==> src/rtl/cmp_pipe_if.sv <==
// Request/result handshake bundle for cmp_pipe: operands and tag in, flags and tag out.
// The requester drives the operand channel and result-ready; the comparator drives the rest.
interface cmp_pipe_if #(
    parameter int WIDTH = 32,
    parameter int ID_W  = 4
);
    logic             i_in_valid;
    logic             o_in_ready;
    logic [WIDTH-1:0] i_rs1_data;
    logic [WIDTH-1:0] i_rs2_data;
    logic             i_signed;
    logic [ID_W-1:0]  i_id;
    logic             o_out_valid;
    logic             i_out_ready;
    logic             o_less;
    logic             o_equal;
    logic             o_greater;
    logic [ID_W-1:0]  o_id;

    modport master (
        output i_in_valid, i_rs1_data, i_rs2_data, i_signed, i_id, i_out_ready,
        input  o_in_ready, o_out_valid, o_less, o_equal, o_greater, o_id
    );

    modport slave (
        input  i_in_valid, i_rs1_data, i_rs2_data, i_signed, i_id, i_out_ready,
        output o_in_ready, o_out_valid, o_less, o_equal, o_greater, o_id
    );
endinterface

==> src/rtl/cmp_pipe.sv <==
// Pipelined signed/unsigned magnitude comparator with valid/ready on both sides.
// The whole pipe advances or stalls as one unit; a wrapping counter tallies delivered results.
module cmp_pipe #(
    parameter int WIDTH   = 32,
    parameter int LATENCY = 2,
    parameter int ID_W    = 4,
    parameter int COUNT_W = 16
) (
    input  logic               i_clk,
    input  logic               i_rst_n,
    cmp_pipe_if.slave          bus,
    output logic [COUNT_W-1:0] o_count
);

    if (WIDTH < 2) begin : g_bad_width
        $error("cmp_pipe: WIDTH must be at least 2");
    end
    if (LATENCY < 1 || LATENCY > 4) begin : g_bad_latency
        $error("cmp_pipe: LATENCY must be in 1..4");
    end
    if (ID_W < 1) begin : g_bad_id_w
        $error("cmp_pipe: ID_W must be at least 1");
    end

    // Flags are packed as {less, equal, greater}. Operands are widened by one bit so a
    // single signed compare covers both modes: sign-extend when signed, zero-extend otherwise.
    function automatic logic [2:0] compare(
        input logic [WIDTH-1:0] a,
        input logic [WIDTH-1:0] b,
        input logic             is_signed
    );
        logic signed [WIDTH:0] a_ext;
        logic signed [WIDTH:0] b_ext;
        logic                  lt;
        logic                  eq;
        a_ext = $signed({is_signed & a[WIDTH-1], a});
        b_ext = $signed({is_signed & b[WIDTH-1], b});
        lt    = (a_ext < b_ext);
        eq    = (a == b);
        return {lt, eq, !lt && !eq};
    endfunction

    logic              advance;
    logic [2:0]        flg_p0;
    logic              vld_p [1:LATENCY];
    logic [2:0]        flg_p [1:LATENCY];
    logic [ID_W-1:0]   id_p  [1:LATENCY];

    // Stage 0: combinational compare on the offered operands
    assign flg_p0  = compare(bus.i_rs1_data, bus.i_rs2_data, bus.i_signed);
    assign advance = !vld_p[LATENCY] || bus.i_out_ready;

    assign bus.o_in_ready = advance;

    // Stages 1..LATENCY: valid bits are the only reset state
    always_ff @(posedge i_clk) begin
        if (!i_rst_n) begin
            for (int s = 1; s <= LATENCY; s++) begin
                vld_p[s] <= 1'b0;
            end
        end else if (advance) begin
            vld_p[1] <= bus.i_in_valid;
            for (int s = 2; s <= LATENCY; s++) begin
                vld_p[s] <= vld_p[s-1];
            end
        end
    end

    always_ff @(posedge i_clk) begin
        if (advance) begin
            flg_p[1] <= flg_p0;
            id_p[1]  <= bus.i_id;
            for (int s = 2; s <= LATENCY; s++) begin
                flg_p[s] <= flg_p[s-1];
                id_p[s]  <= id_p[s-1];
            end
        end
    end

    // Output: flags and tag are masked by valid so an empty slot always reads as zero
    assign bus.o_out_valid = vld_p[LATENCY];
    assign bus.o_less      = vld_p[LATENCY] & flg_p[LATENCY][2];
    assign bus.o_equal     = vld_p[LATENCY] & flg_p[LATENCY][1];
    assign bus.o_greater   = vld_p[LATENCY] & flg_p[LATENCY][0];
    assign bus.o_id        = vld_p[LATENCY] ? id_p[LATENCY] : '0;

    always_ff @(posedge i_clk) begin
        if (!i_rst_n) begin
            o_count <= '0;
        end else if (vld_p[LATENCY] && bus.i_out_ready) begin
            o_count <= o_count + COUNT_W'(1);
        end
    end

endmodule

==> src/flat_wrapper.sv <==
// flat-port wrapper written by rule: the top's interface ports become plain ports
module cmp_pipe_flat 
#(
    parameter int WIDTH   = 32,
    parameter int LATENCY = 2,
    parameter int ID_W    = 4,
    parameter int COUNT_W = 16
)
  (i_clk, i_rst_n, o_count, bus_i_in_valid, bus_i_rs1_data, bus_i_rs2_data, bus_i_signed, bus_i_id, bus_i_out_ready, bus_o_in_ready, bus_o_out_valid, bus_o_less, bus_o_equal, bus_o_greater, bus_o_id);
  cmp_pipe_if #(.WIDTH(WIDTH), .ID_W(ID_W)) bus_i ();
  input  logic i_clk;
  input  logic i_rst_n;
  output logic [COUNT_W-1:0] o_count;
  input wire logic [$bits(bus_i.i_in_valid)-1:0] bus_i_in_valid;
  input wire logic [$bits(bus_i.i_rs1_data)-1:0] bus_i_rs1_data;
  input wire logic [$bits(bus_i.i_rs2_data)-1:0] bus_i_rs2_data;
  input wire logic [$bits(bus_i.i_signed)-1:0] bus_i_signed;
  input wire logic [$bits(bus_i.i_id)-1:0] bus_i_id;
  input wire logic [$bits(bus_i.i_out_ready)-1:0] bus_i_out_ready;
  output wire logic [$bits(bus_i.o_in_ready)-1:0] bus_o_in_ready;
  output wire logic [$bits(bus_i.o_out_valid)-1:0] bus_o_out_valid;
  output wire logic [$bits(bus_i.o_less)-1:0] bus_o_less;
  output wire logic [$bits(bus_i.o_equal)-1:0] bus_o_equal;
  output wire logic [$bits(bus_i.o_greater)-1:0] bus_o_greater;
  output wire logic [$bits(bus_i.o_id)-1:0] bus_o_id;
  assign bus_i.i_in_valid = bus_i_in_valid;
  assign bus_i.i_rs1_data = bus_i_rs1_data;
  assign bus_i.i_rs2_data = bus_i_rs2_data;
  assign bus_i.i_signed = bus_i_signed;
  assign bus_i.i_id = bus_i_id;
  assign bus_i.i_out_ready = bus_i_out_ready;
  assign bus_o_in_ready = bus_i.o_in_ready;
  assign bus_o_out_valid = bus_i.o_out_valid;
  assign bus_o_less = bus_i.o_less;
  assign bus_o_equal = bus_i.o_equal;
  assign bus_o_greater = bus_i.o_greater;
  assign bus_o_id = bus_i.o_id;
  cmp_pipe #(.WIDTH(WIDTH), .LATENCY(LATENCY), .ID_W(ID_W), .COUNT_W(COUNT_W)) u_core (.i_clk(i_clk), .i_rst_n(i_rst_n), .bus(bus_i), .o_count(o_count));
endmodule
==> config.mk <==
export PLATFORM = sky130hd
export DESIGN_NAME = cmp_pipe_flat
export DESIGN_NICKNAME = d
export VERILOG_FILES = /design/src/rtl/cmp_pipe_if.sv /design/src/rtl/cmp_pipe.sv /design/src/flat_wrapper.sv
export SDC_FILE = /design/constraint.sdc
export NUM_CORES = 1
export LEC_CHECK = 0
export ABC_AREA = 1
export CORE_ASPECT_RATIO = 0.6
export CORE_MARGIN = 2
export CORE_UTILIZATION = 45
export CTS_BUF_LIST = sky130_fd_sc_hd__clkbuf_8
export CTS_CLUSTER_SIZE = 10
export DETAILED_ROUTE_END_ITERATION = 10
export GPL_TIMING_DRIVEN = 0
export PLACE_DENSITY = 0.85
export SYNTH_ARGS = -nofsm -noshare
export SYNTH_HDL_FRONTEND = slang
export SYNTH_SLANG_ARGS = --single-unit
==> constraint.sdc <==
create_clock -name i_clk -period 4 [get_ports i_clk]
set_input_delay 1.2 -clock i_clk [delete_from_list [all_inputs] [get_ports i_clk]]
set_output_delay 1.2 -clock i_clk [all_outputs]
set_load 0.005 [all_outputs]
## Word level (Yosys, flattened, before mapping)

Memories as Yosys holds them, arrays and structs flattened.
Index checks and enable logic that the tools add are counted.

| word-level totals | value |
|---|---|
| word-level logic and storage cells | 28 |
| memory bits (writable) | 16 |
| memories kept | 3 |
| flip-flop bits (word level) | 16 |
| output and inout bits | 25 |
| bits of input ports | 73 |

Memory list:

| name | depth | width | rd ports | clocked after Yosys merged registers in | wr ports | RTL line | RTL |
|---|---|---|---|---|---|---|---|
| u_core.id_p | 2 | 4 | 2 | 0 | 2 | cmp_pipe.sv:47 | `logic [ID_W-1:0] id_p [1:LATENCY];` |
| u_core.flg_p | 2 | 3 | 2 | 0 | 2 | cmp_pipe.sv:46 | `logic [2:0] flg_p [1:LATENCY];` |
| u_core.vld_p | 2 | 1 | 2 | 0 | 2 | cmp_pipe.sv:45 | `logic vld_p [1:LATENCY];` |

| operators by class | value |
|---|---|
| reduce and logical (&&, ||, !) cells | 6 |
| muxes and demuxes | 8 |
| $lt $le $gt $ge | 1 |
| bitwise operators | 7 |
| add/subtract/negate cells | 1 |
| equal/unequal tests | 1 |

Operator list:

| kind | count |
|---|---|
| 33-bit < comparator | 1 |
| 32-bit equality test | 1 |
| 16-bit by 1-bit adder with 16-bit output, second input constant | 1 |
| 1-bit 2-to-1 mux | 7 |
| 1-bit bitwise AND | 5 |
| 4-bit 2-to-1 mux | 1 |
| 1-bit logical NOT | 3 |
| 1-bit logical AND | 2 |
| 1-bit OR | 2 |
| 1-bit logical OR | 1 |

## Longest topological paths before layout

| depth | value |
|---|---|
| word-level depth | 6 |
| mapped depth | 15 |
| depth with buffers taken out | 15 |

## Least setup slack after synthesis

No wires, ideal clock.

| timing path | value |
|---|---|
| kind | input port to output port |
| start | input port bus_i_out_ready |
| end | output port bus_o_in_ready |
| data arrival time | 1.595 ns |
| data required time | 2.800 ns |
| path buffers | 0 |
| path slack | 1.205 ns |
| stages on the path | 2 |
| path through | inv_1 nand2_1 |

| between the ends | value |
|---|---|
| longest elaborated chain between the ends | 1 |

Ends and longest elaborated chain:

| what | RTL line | RTL |
|---|---|---|
| start, declared | flat_wrapper.sv:19 | `input wire logic [$bits(bus_i.i_out_ready)-1:0] bus_i_out_ready;` |
| 1-bit logical OR | cmp_pipe.sv:51 | `assign advance = !vld_p[LATENCY] \|\| bus.i_out_ready;` |
| end, declared | flat_wrapper.sv:20 | `output wire logic [$bits(bus_i.o_in_ready)-1:0] bus_o_in_ready;` |

No other way between the ends.

## Worst setup path after layout

Ends and elaborated chain as after synthesis.

==> impl_metrics.tcl <==
set metrics [dict create \
    slew_headroom_pct 71.9 \
    vias 2193 \
    synth.top_cell.area_share_pct 21.2 \
    worst_setup_path_end_kind "output pin" \
    avgSynthCellArea_um2 7.48 \
    antenna_found_initial 0 \
    ys_ff_latch 32 \
    drt_iter0_drc 51 \
    max_freq_ghz 0.255 \
    report.final.setup_viol 0 \
    dpl.hpwl_mm 4.68 \
    viasPerCell 4.66 \
    worstHoldStart "u_core.id_p[1][1]$_DFFE_PP_" \
    power.density_nw_per_um2 230 \
    antenna_cells 0 \
    start_kind "input port" \
    finalNonFillerCells 471 \
    cp_max_fo 16 \
    routed_wl_mm 5.30 \
    grt_pass1_wl_mm 8.86 \
    status "complete, no violations" \
    critical_path_class "in2out" \
    max_stage_delay_ns 0.59 \
    sw_frac_of_total_pct 24.3 \
    crit_path_top_delay_cell "clkdlybuf4s50_1" \
    clkPwrFrac_pct 28.8 \
    dieWidth_um 95.6 \
    dp_cells 463 \
    coreArea_um2 4710 \
    cp_common_cell "clkdlybuf4s50_1" \
    grtUsageTotal_pct 20.3 \
    cp-startpoint "bus_i_out_ready" \
    combPwrFrac_pct 24.0 \
    syn_nets 409 \
    worstPathRequired_ns 2.80 \
    synth_top_cell_by_area "edfxtp_1" \
    ys_types 25 \
    n_fill_cell 387 \
    timing.setup.tns_ns 0 \
    syn_inst 303 \
    irDropWorstVdd_v 0.000117 \
    remaining_drc_errors 0 \
    hp-class "reg2reg" \
    fin_skew_ns 0.00876 \
    ys_seq_area_share_pct 35.3 \
    p_leak_nw 1.64 \
    cts_made_buffers 5 \
    crit_arrival_ns 2.73 \
    clockRootBuffer "clkbuf_8" \
    portBuffers 97 \
    drive_above_1_share_pct 3.92 \
    switchingPower_uw 190 \
    grt_remaining_overflow 0 \
    worst_pin_slew_ns 0.421 \
    syn_to_final_growth_pct 50.0 \
    seqPwrFrac_pct 47.2 \
    wl_per_cell_um 11.3 \
    finalNetCount 513 \
    start_util_pct 48.2 \
    first_global_vias 2138 \
    postRouteAntennaNets 0 \
    crit_chain "clkdlybuf4s50_1, inv_1, nand2_2, clkdlybuf4s50_1" \
    drv_slew 0 \
    maxCapViolCount 0 \
    die-height_um 59.0 \
    cts_hold_buf 0 \
    gp_congestion 0.846 \
    yosys_warnings 0 \
    synth_area_leaders "edfxtp_1, ha_1, dfxtp_1, inv_1, nand2_1" \
    cts_tree "built" \
    firstDrtPassIters 5 \
    hold_viol_final 0 \
    critical_path_buf_inv_count 3 \
    cts_htree_levels 2 \
    path_clk_slew_ns 0.06 \
    cpLargestDelayFamily "buffers and inverters" \
    period_share_pct 98.2 \
    rsz0062_at_grt "no" \
    r2r-start "u_core.o_count[0]$_SDFFE_PN0P_" \
    io_pins 98 \
    period_minus_slack_ns 3.93 \
    placed_area_um2 3320 \
    dieArea_um2 5640 \
    fin_area_um2 3400 \
    cts_sinks 32 \
    grt_max_degree 17 \
    ctsResizeCount 1 \
    netlist_area_um2 2270 \
    placementRows 19 \
    clockBufferDepth 2 \
    clock_latency_ns 0.28 \
    internal_power_uw 591 \
    post_cts_buffers 0 \
]
[cells in the mapped netlist]
master / count
xnor2_1: 1
dfxtp_1: 16
nor2_1: 30
a21oi_1: 16
edfxtp_1: 16
nor2_4: 2
nand2_2: 1
nand2_1: 70
buf_6: 1
a21o_1: 1
nor3_1: 8
nand4_1: 5
nor3b_1: 1
inv_1: 70
o21a_1: 1
o21ai_0: 7
clkbuf_1: 1
inv_2: 1
ha_1: 33
nand2_4: 1
nand3_1: 14
xor2_1: 4
nand3_4: 1
nor2_2: 1
nor3_2: 1
[power groups by stage]
stage,Clock [mW],Combinational (mW),Sequential (mW)
2_1_floorplan,0,0.0837,0.375
3_3_place_gp,0,0.180,0.375
3_5_place_dp,0,0.188,0.376
4_1_cts,0.230,0.189,0.369
5_1_grt,0.251,0.214,0.370
6_report,0.225,0.187,0.369
[flip-flops by register name (all words and copies together), names as in the netlist]
register,cells
u_core.flg_p,6
u_core.id_p,8
u_core.o_count,16
u_core.vld_p,2
[worst paths after layout]
check | to | slack (ns) | cells after the start
setup / recovery | bus_o_in_ready | 0.07 | 4
hold / removal | u_core.id_p[2][1]$_DFFE_PP_ | 0.41 | 0
setup reg to reg | u_core.o_count[14]$_SDFFE_PN0P_ | 2.26 | 9
hold reg to reg | u_core.id_p[2][1]$_DFFE_PP_ | 0.41 | 0
[metrics by stage]
| step | power [mW] | setup WS (ns) | utilization (%) | hold slack [ns] |
|---|---|---|---|---|
| after floorplan | 0.459 | 1.20 | - | 0.400 |
| after global placement | 0.555 | -0.101 | 70.5 | 0.400 |
| after detailed placement | 0.564 | -0.121 | 70.5 | 0.406 |
| after CTS | 0.787 | 0.0852 | 72.2 | 0.413 |
| after global routing | 0.836 | 0.0280 | 72.2 | 0.414 |
| final | 0.781 | 0.0735 | 72.2 | 0.411 |
[cell families (layout without fill, tap and decap cells)]
kind of cell	Yosys count	count (layout)	synth area share [%]
compound gates	25	25	5.74
xor+xnor	5	5	1.93
fa+ha+maj	33	33	18.2
buf+inv	73	178	12.4
flops	32	32	35.3
simple gates	135	135	26.4
[layout by cell type, fill, tap and decap left out, types with 2 or more instances in the layout]
cell	instances
nand2_1	69
ha_1	33
edfxtp_1	16
nand4_1	5
nand2_2	2
nor2_4	2
clkdlybuf4s50_1	97
clkbuf_8	5
nor3_1	8
a21oi_1	16
nand3_1	14
nor2_1	30
inv_1	72
dfxtp_1	16
xor2_1	4
o21ai_0	7
[final cells by class]
| class | instances | area (um2) | area share, % |
|---|---|---|---|
| multi-input cells | 198 | 1190 | 34.9 |
| repair buffers | 97 | 971 | 28.6 |
| flip-flops and latches | 32 | 801 | 23.5 |
| inverters | 71 | 267 | 7.84 |
| well taps | 63 | 78.8 | 2.32 |
| clock buffers | 5 | 68.8 | 2.02 |
| plain buffers | 2 | 15.0 | 0.442 |
| clock inverters | 3 | 12.5 | 0.368 |
[metal layers]
layer	part of all wire [%]	track usage, %	vias to the layer above	wire length [um]
li1	-	-	1160	-
met1	47	26.2	961	2480
met2	46	34.9	66	2440
met3	6.4	4.33	6	339
met4	0.87	5.71	0	46
met5	0	0	-	0
Power figures use the tool's default switching activity.
